===== config.mk =====
export PLATFORM = sky130hd
export DESIGN_NAME = tdm_demultiplexer_1x4
export DESIGN_NICKNAME = d
export VERILOG_FILES = /design/src/rtl/tdm_pkg.sv /design/src/rtl/tdm_channel_counter.sv /design/src/rtl/tdm_demultiplexer_1x4.sv
export SDC_FILE = /design/constraint.sdc
export NUM_CORES = 1
export LEC_CHECK = 0
export ABC_AREA = 1
export CAP_MARGIN = 20
export CORE_AREA = 2 2 39 41
export DETAILED_ROUTE_END_ITERATION = 16
export DIE_AREA = 0 0 41 43
export PLACE_DENSITY = 0.77
export SLEW_MARGIN = 10
export SYNTH_ARGS = -nofsm -noshare
export SYNTH_HDL_FRONTEND = slang
export SYNTH_SLANG_ARGS = --single-unit

===== constraint.sdc =====
create_clock -name CLK -period 2.35 [get_ports CLK]
set_input_delay 0.3525 -clock CLK [delete_from_list [all_inputs] [get_ports CLK]]
set_output_delay 0.3525 -clock CLK [all_outputs]
set_load 0.02 [all_outputs]

===== src/rtl/tdm_pkg.sv =====
// Shared types and helpers for the TDM demultiplexer.
//   tdm_state_e : sync-hunt state, 1-bit encoding
//   ch_width()  : channel-index width, never less than one bit
//   N_CH_DEFAULT / W_DEFAULT : default channel count and sample width
package tdm_pkg;

    typedef enum logic {
        HUNT   = 1'b0,
        LOCKED = 1'b1
    } tdm_state_e;

    localparam int N_CH_DEFAULT = 4;
    localparam int W_DEFAULT    = 1;

    function automatic int ch_width(input int n);
        int w;
        w = $clog2(n);
        return (w < 1) ? 1 : w;
    endfunction

endpackage


===== src/rtl/tdm_channel_counter.sv =====
// Mod-N_CH channel index counter for the TDM demultiplexer.
// Ports:
//   clk_i    rising-edge clock
//   rst_i    synchronous reset, active-high (counter -> 0)
//   en_i     advance by one, wrapping N_CH-1 -> 0
//   load1_i  force the count to 1 (channel 0 just accepted)
//   clr_i    force the count to 0
//   cnt_o    current channel index (next expected channel)
//   last_o   high while the count equals N_CH-1
module tdm_channel_counter
    import tdm_pkg::*;
#(
    parameter int N_CH = N_CH_DEFAULT,
    parameter int CH_W = ch_width(N_CH)
) (
    input  logic            clk_i,
    input  logic            rst_i,
    input  logic            en_i,
    input  logic            load1_i,
    input  logic            clr_i,
    output logic [CH_W-1:0] cnt_o,
    output logic            last_o
);

    localparam logic [CH_W-1:0] LAST = CH_W'(N_CH - 1);

    logic [CH_W-1:0] cnt_q, cnt_d;

    always_comb begin
        cnt_d = cnt_q;
        if (clr_i) begin
            cnt_d = '0;
        end else if (load1_i) begin
            cnt_d = CH_W'(1);
        end else if (en_i) begin
            // explicit wrap so non-power-of-two channel counts work
            cnt_d = (cnt_q == LAST) ? '0 : cnt_q + 1'b1;
        end
    end

    always_ff @(posedge clk_i) begin
        if (rst_i) begin
            cnt_q <= '0;
        end else begin
            cnt_q <= cnt_d;
        end
    end

    assign cnt_o  = cnt_q;
    assign last_o = (cnt_q == LAST);

endmodule


===== src/rtl/tdm_demultiplexer_1x4.sv =====
// TDM demultiplexer: serial sample stream in, N_CH parallel channel outputs.
// Hunts for frame sync, steers each valid sample to its channel slot and
// publishes complete frames; sync faults set a sticky error flag.
// Ports:
//   CLK  rising-edge clock
//   RST  synchronous reset, active-high
//   D    sample data (W bits), sampled when V=1
//   V    sample valid
//   F    frame sync, high with the channel-0 sample
//   Y    channel outputs, channel i at Y[i*W +: W]
//   S    next expected channel index
//   U    one-cycle frame-update pulse
//   E    sticky sync-error flag (cleared only by RST)
// Build option:
//   TDM_LIVE_UPDATE_EN defined   -> samples written straight into Y slots
//   TDM_LIVE_UPDATE_EN undefined -> frame-coherent double buffering (default)
//
// state  | meaning
// HUNT   | waiting for a sync-marked sample; unsynced samples dropped
// LOCKED | in frame alignment; S tracks the next channel expected
module tdm_demultiplexer_1x4
    import tdm_pkg::*;
#(
    parameter int N_CH = N_CH_DEFAULT,
    parameter int W    = W_DEFAULT,
    localparam int CH_W = ch_width(N_CH)
) (
    input  logic              CLK,
    input  logic              RST,
    input  logic [W-1:0]      D,
    input  logic              V,
    input  logic              F,
    output logic [N_CH*W-1:0] Y,
    output logic [CH_W-1:0]   S,
    output logic              U,
    output logic              E
);

    tdm_state_e        state_q, state_d;
    logic [N_CH*W-1:0] y_q, y_d;
    logic              u_q, u_d;
    logic              e_q, e_d;
`ifndef TDM_LIVE_UPDATE_EN
    // channel N_CH-1 never needs a shadow slot: it goes straight into Y
    logic [(N_CH-1)*W-1:0] shadow_q, shadow_d;
`endif

    logic [CH_W-1:0] cnt;
    logic            cnt_last, cnt_en, cnt_load1, cnt_clr;

    tdm_channel_counter #(
        .N_CH (N_CH),
        .CH_W (CH_W)
    ) u_cnt (
        .clk_i   (CLK),
        .rst_i   (RST),
        .en_i    (cnt_en),
        .load1_i (cnt_load1),
        .clr_i   (cnt_clr),
        .cnt_o   (cnt),
        .last_o  (cnt_last)
    );

    always_comb begin
        state_d   = state_q;
        y_d       = y_q;
        e_d       = e_q;
        u_d       = 1'b0;
        cnt_en    = 1'b0;
        cnt_load1 = 1'b0;
        cnt_clr   = 1'b0;
`ifndef TDM_LIVE_UPDATE_EN
        shadow_d  = shadow_q;
`endif
        if (V) begin
            if (F) begin
                // sync always (re)starts a frame; mid-frame sync is a fault
                if (state_q == LOCKED && cnt != '0) begin
                    e_d = 1'b1;
                end
                state_d   = LOCKED;
                cnt_load1 = 1'b1;
`ifdef TDM_LIVE_UPDATE_EN
                y_d[0 +: W] = D;
`else
                shadow_d[0 +: W] = D;
`endif
            end else if (state_q == LOCKED) begin
                if (cnt == '0) begin
                    // expected a sync here: drop sample and re-hunt
                    e_d     = 1'b1;
                    state_d = HUNT;
                    cnt_clr = 1'b1;
                end else begin
                    cnt_en = 1'b1;
                    u_d    = cnt_last;
`ifdef TDM_LIVE_UPDATE_EN
                    y_d[cnt*W +: W] = D;
`else
                    if (cnt_last) begin
                        y_d = {D, shadow_q};
                    end else begin
                        shadow_d[cnt*W +: W] = D;
                    end
`endif
                end
            end
        end
    end

    always_ff @(posedge CLK) begin
        if (RST) begin
            state_q  <= HUNT;
            y_q      <= '0;
            u_q      <= 1'b0;
            e_q      <= 1'b0;
`ifndef TDM_LIVE_UPDATE_EN
            shadow_q <= '0;
`endif
        end else begin
            state_q  <= state_d;
            y_q      <= y_d;
            u_q      <= u_d;
            e_q      <= e_d;
`ifndef TDM_LIVE_UPDATE_EN
            shadow_q <= shadow_d;
`endif
        end
    end

    assign Y = y_q;
    assign S = cnt;
    assign U = u_q;
    assign E = e_q;

endmodule

==> impl_metrics.ini <==
[run_status]
status = completed

[cts]
h-tree-depth = 1
cts_buffers = 3
worstSkewPairLatency_ns = 0.29
cts_root_buffer = clkbuf_4
holdBufCountCts = 0
cts_setup_buffers = 0
cts_tree = built
max-clock-path-buffers = 2
ctsResizeCount = 0
clkTransAtPathRegs_ns = 0.09
cts_sinks = 12

[grt]
grt_pass1_vias = 597
antenna_found_initial = 0
overflow = 0
grt_max_degree = 11
grt_pass1_wl_um = 2360
grt_usage_pct = 20.0

[timing]
finalSetupViolCount = 0
tns_ns = 0
tightest_slew_ns = 0.309
fin_skew_ns = 0.00795
maxSlewHeadroom_pct = 79.4
rsz0062_at_grt = no
hold_viol = 0
min_period_ns = 1.78
fmax_mhz = 562
min_period_over_period_pct = 75.8
maxSlewViolCount = 0

[critical_path]
cp_top_family = buffers and inverters
required_ns = 2.00
crit_path_end_kind = primary output
cpPeakStageDelay_ns = 0.66
slowest_stage = clkdlybuf4s50_1
r2r-start = u_cnt.cnt_o[0]
critPathMaxFanout = 8
start_kind = flip-flop
crit_type = reg2out
cp-startpoint = u_cnt.cnt_o[0]
crit_chain = clkdlybuf4s50_1
worst-path-buf-inv = 1
arrival_ns = 1.43

[synthesis]
ys_top_cells_by_area = dfxtp_1 36%, nand2_1 14%, inv_1 12%, ha_1 9.4%, nor2_1 8.5%
yosys.area_share.xor_xnor_pct = 0
synth_top_family_by_area = simple AND/OR/NAND/NOR gates
synthArstFlopShare_pct = 0
synth_fa_ha_area_share_pct = 9.42
netlist_instances = 101
avgSynthCellArea_sq_um = 6.58
syn_nets = 111
yosysTopAreaCell = dfxtp_1
synth-compound-area-share_pct = 5.27
ys.flop_type = dfxtp_1
syn_area_sq_um = 664
yosys.area_share.simple_pct = 36.2
yosysUniqueCellTypes = 14
synth_top_area_share_pct = 36.2
ys_top_cells_by_count = 25 x nand2_1, 22 x inv_1, 15 x nor2_1
synth_seq_area_share_pct = 36.2
synth.area.mux_share_pct = 0
synth_most_common_cell = nand2_1
synth-edff-count = 0
ys_ff_latch = 12
yosys_warnings = 0

[finish]
ff_latch_area_sq_um = 240
drive_above_1_share_pct = 5.98
finalNonFillerCells = 133
area_growth_syn_to_layout_pct = 26.6
diodes = 0
layout.nets = 128
design_area_sq_um = 841
nFillCells = 140
multi_input_area_sq_um = 338

[die]
core_sq_um = 1380
fp.dieH_um = 43
num_rows = 14
die_area_sq_um = 1760
die_x_um = 41
initial_core_util_pct = 48.0
pin_count = 13

[detailed_routing]
vias_per_cell = 4.72
vias = 628
wirelength_um = 1400
drc = 0
wl_per_cell_um = 10.5
drtAntennaViolNets = 0
drt_iter0_drc = 10
dr.pass1.iters = 4

[placed_design]
hpwl_um = 1060
placed_cells = 129
place_congestion = 0.867
placed_area_sq_um = 805
port_buffers = 12

[worst_hold_path]
min_from = Y[1]
hp-class = reg2reg

[pwr]
p_leak_nw = 0.432
p_per_area_nw_per_um2 = 521
ir_drop_v = 0.000302

[job]
cap_violations = 0
## metrics by stage
stage | worst slack [ns] | power (mW) | util, % | hold WS [ns]
floorplan | 0.802 | 0.247 | - | 0.425
global placement | 0.776 | 0.266 | 58.1 | 0.495
detailed placement | 0.745 | 0.268 | 58.1 | 0.500
CTS | 0.575 | 0.441 | 60.8 | 0.515
global route | 0.546 | 0.457 | 60.8 | 0.545
finish | 0.570 | 0.438 | 60.8 | 0.511
## cell usage in the layout (no fill, tap or decap), drive strengths merged
cell type / count
nand3: 8
a21oi: 3
clkdlybuf4s50: 12
clkbuf: 4
nor3: 2
dfxtp: 12
o21ai: 4
inv: 22
nand2: 26
ha: 5
nor2: 16
nand4: 2
clkinv: 1
## where the power goes
part / total [mW] / switching, mW / internal (mW)
Combinational: 0.0523 / 0.0315 / 0.0208
Clock: 0.174 / 0.0795 / 0.0944
Sequential: 0.212 / 0.00441 / 0.207
## cell type report
type	instances	share of cell area, %
multi-input combinational	66	40.2
sequential	12	28.6
timing repair buffer	12	14.3
inverter	23	10.3
clock buffer	4	4.32
tap	16	2.38
## final timing paths
check             slack [ns]  depth (start not counted)   end
hold reg to reg         0.51                          4  Y[1]
setup reg to reg        0.73                          9  Y[1]
setup / recovery        0.57                          1  S[0]
hold / removal          0.51                          4  Y[1]
## layer usage
metal,vias up,share of wire [%],track usage [%],wire length (um)
li1,334,-,-,-
met1,276,45,22.5,630
met2,13,48,31.3,670
met3,5,3.9,5.24,54
met4,0,2.9,12.7,40
met5,-,0,0,0
## sequential cells by signal (all words and copies together) (netlist names)
name and flops:
Y 4, u_cnt.cnt_o 2, U 1, shadow_q 3, E 1, state_q 1
## kinds of logic after synthesis
| family | Yosys count |
|---|---|
| buf+inv | 23 |
| flops | 12 |
| fa+ha+maj | 5 |
| simple gates | 54 |
| compound gates | 7 |
(Power assumes the default switching activity.)
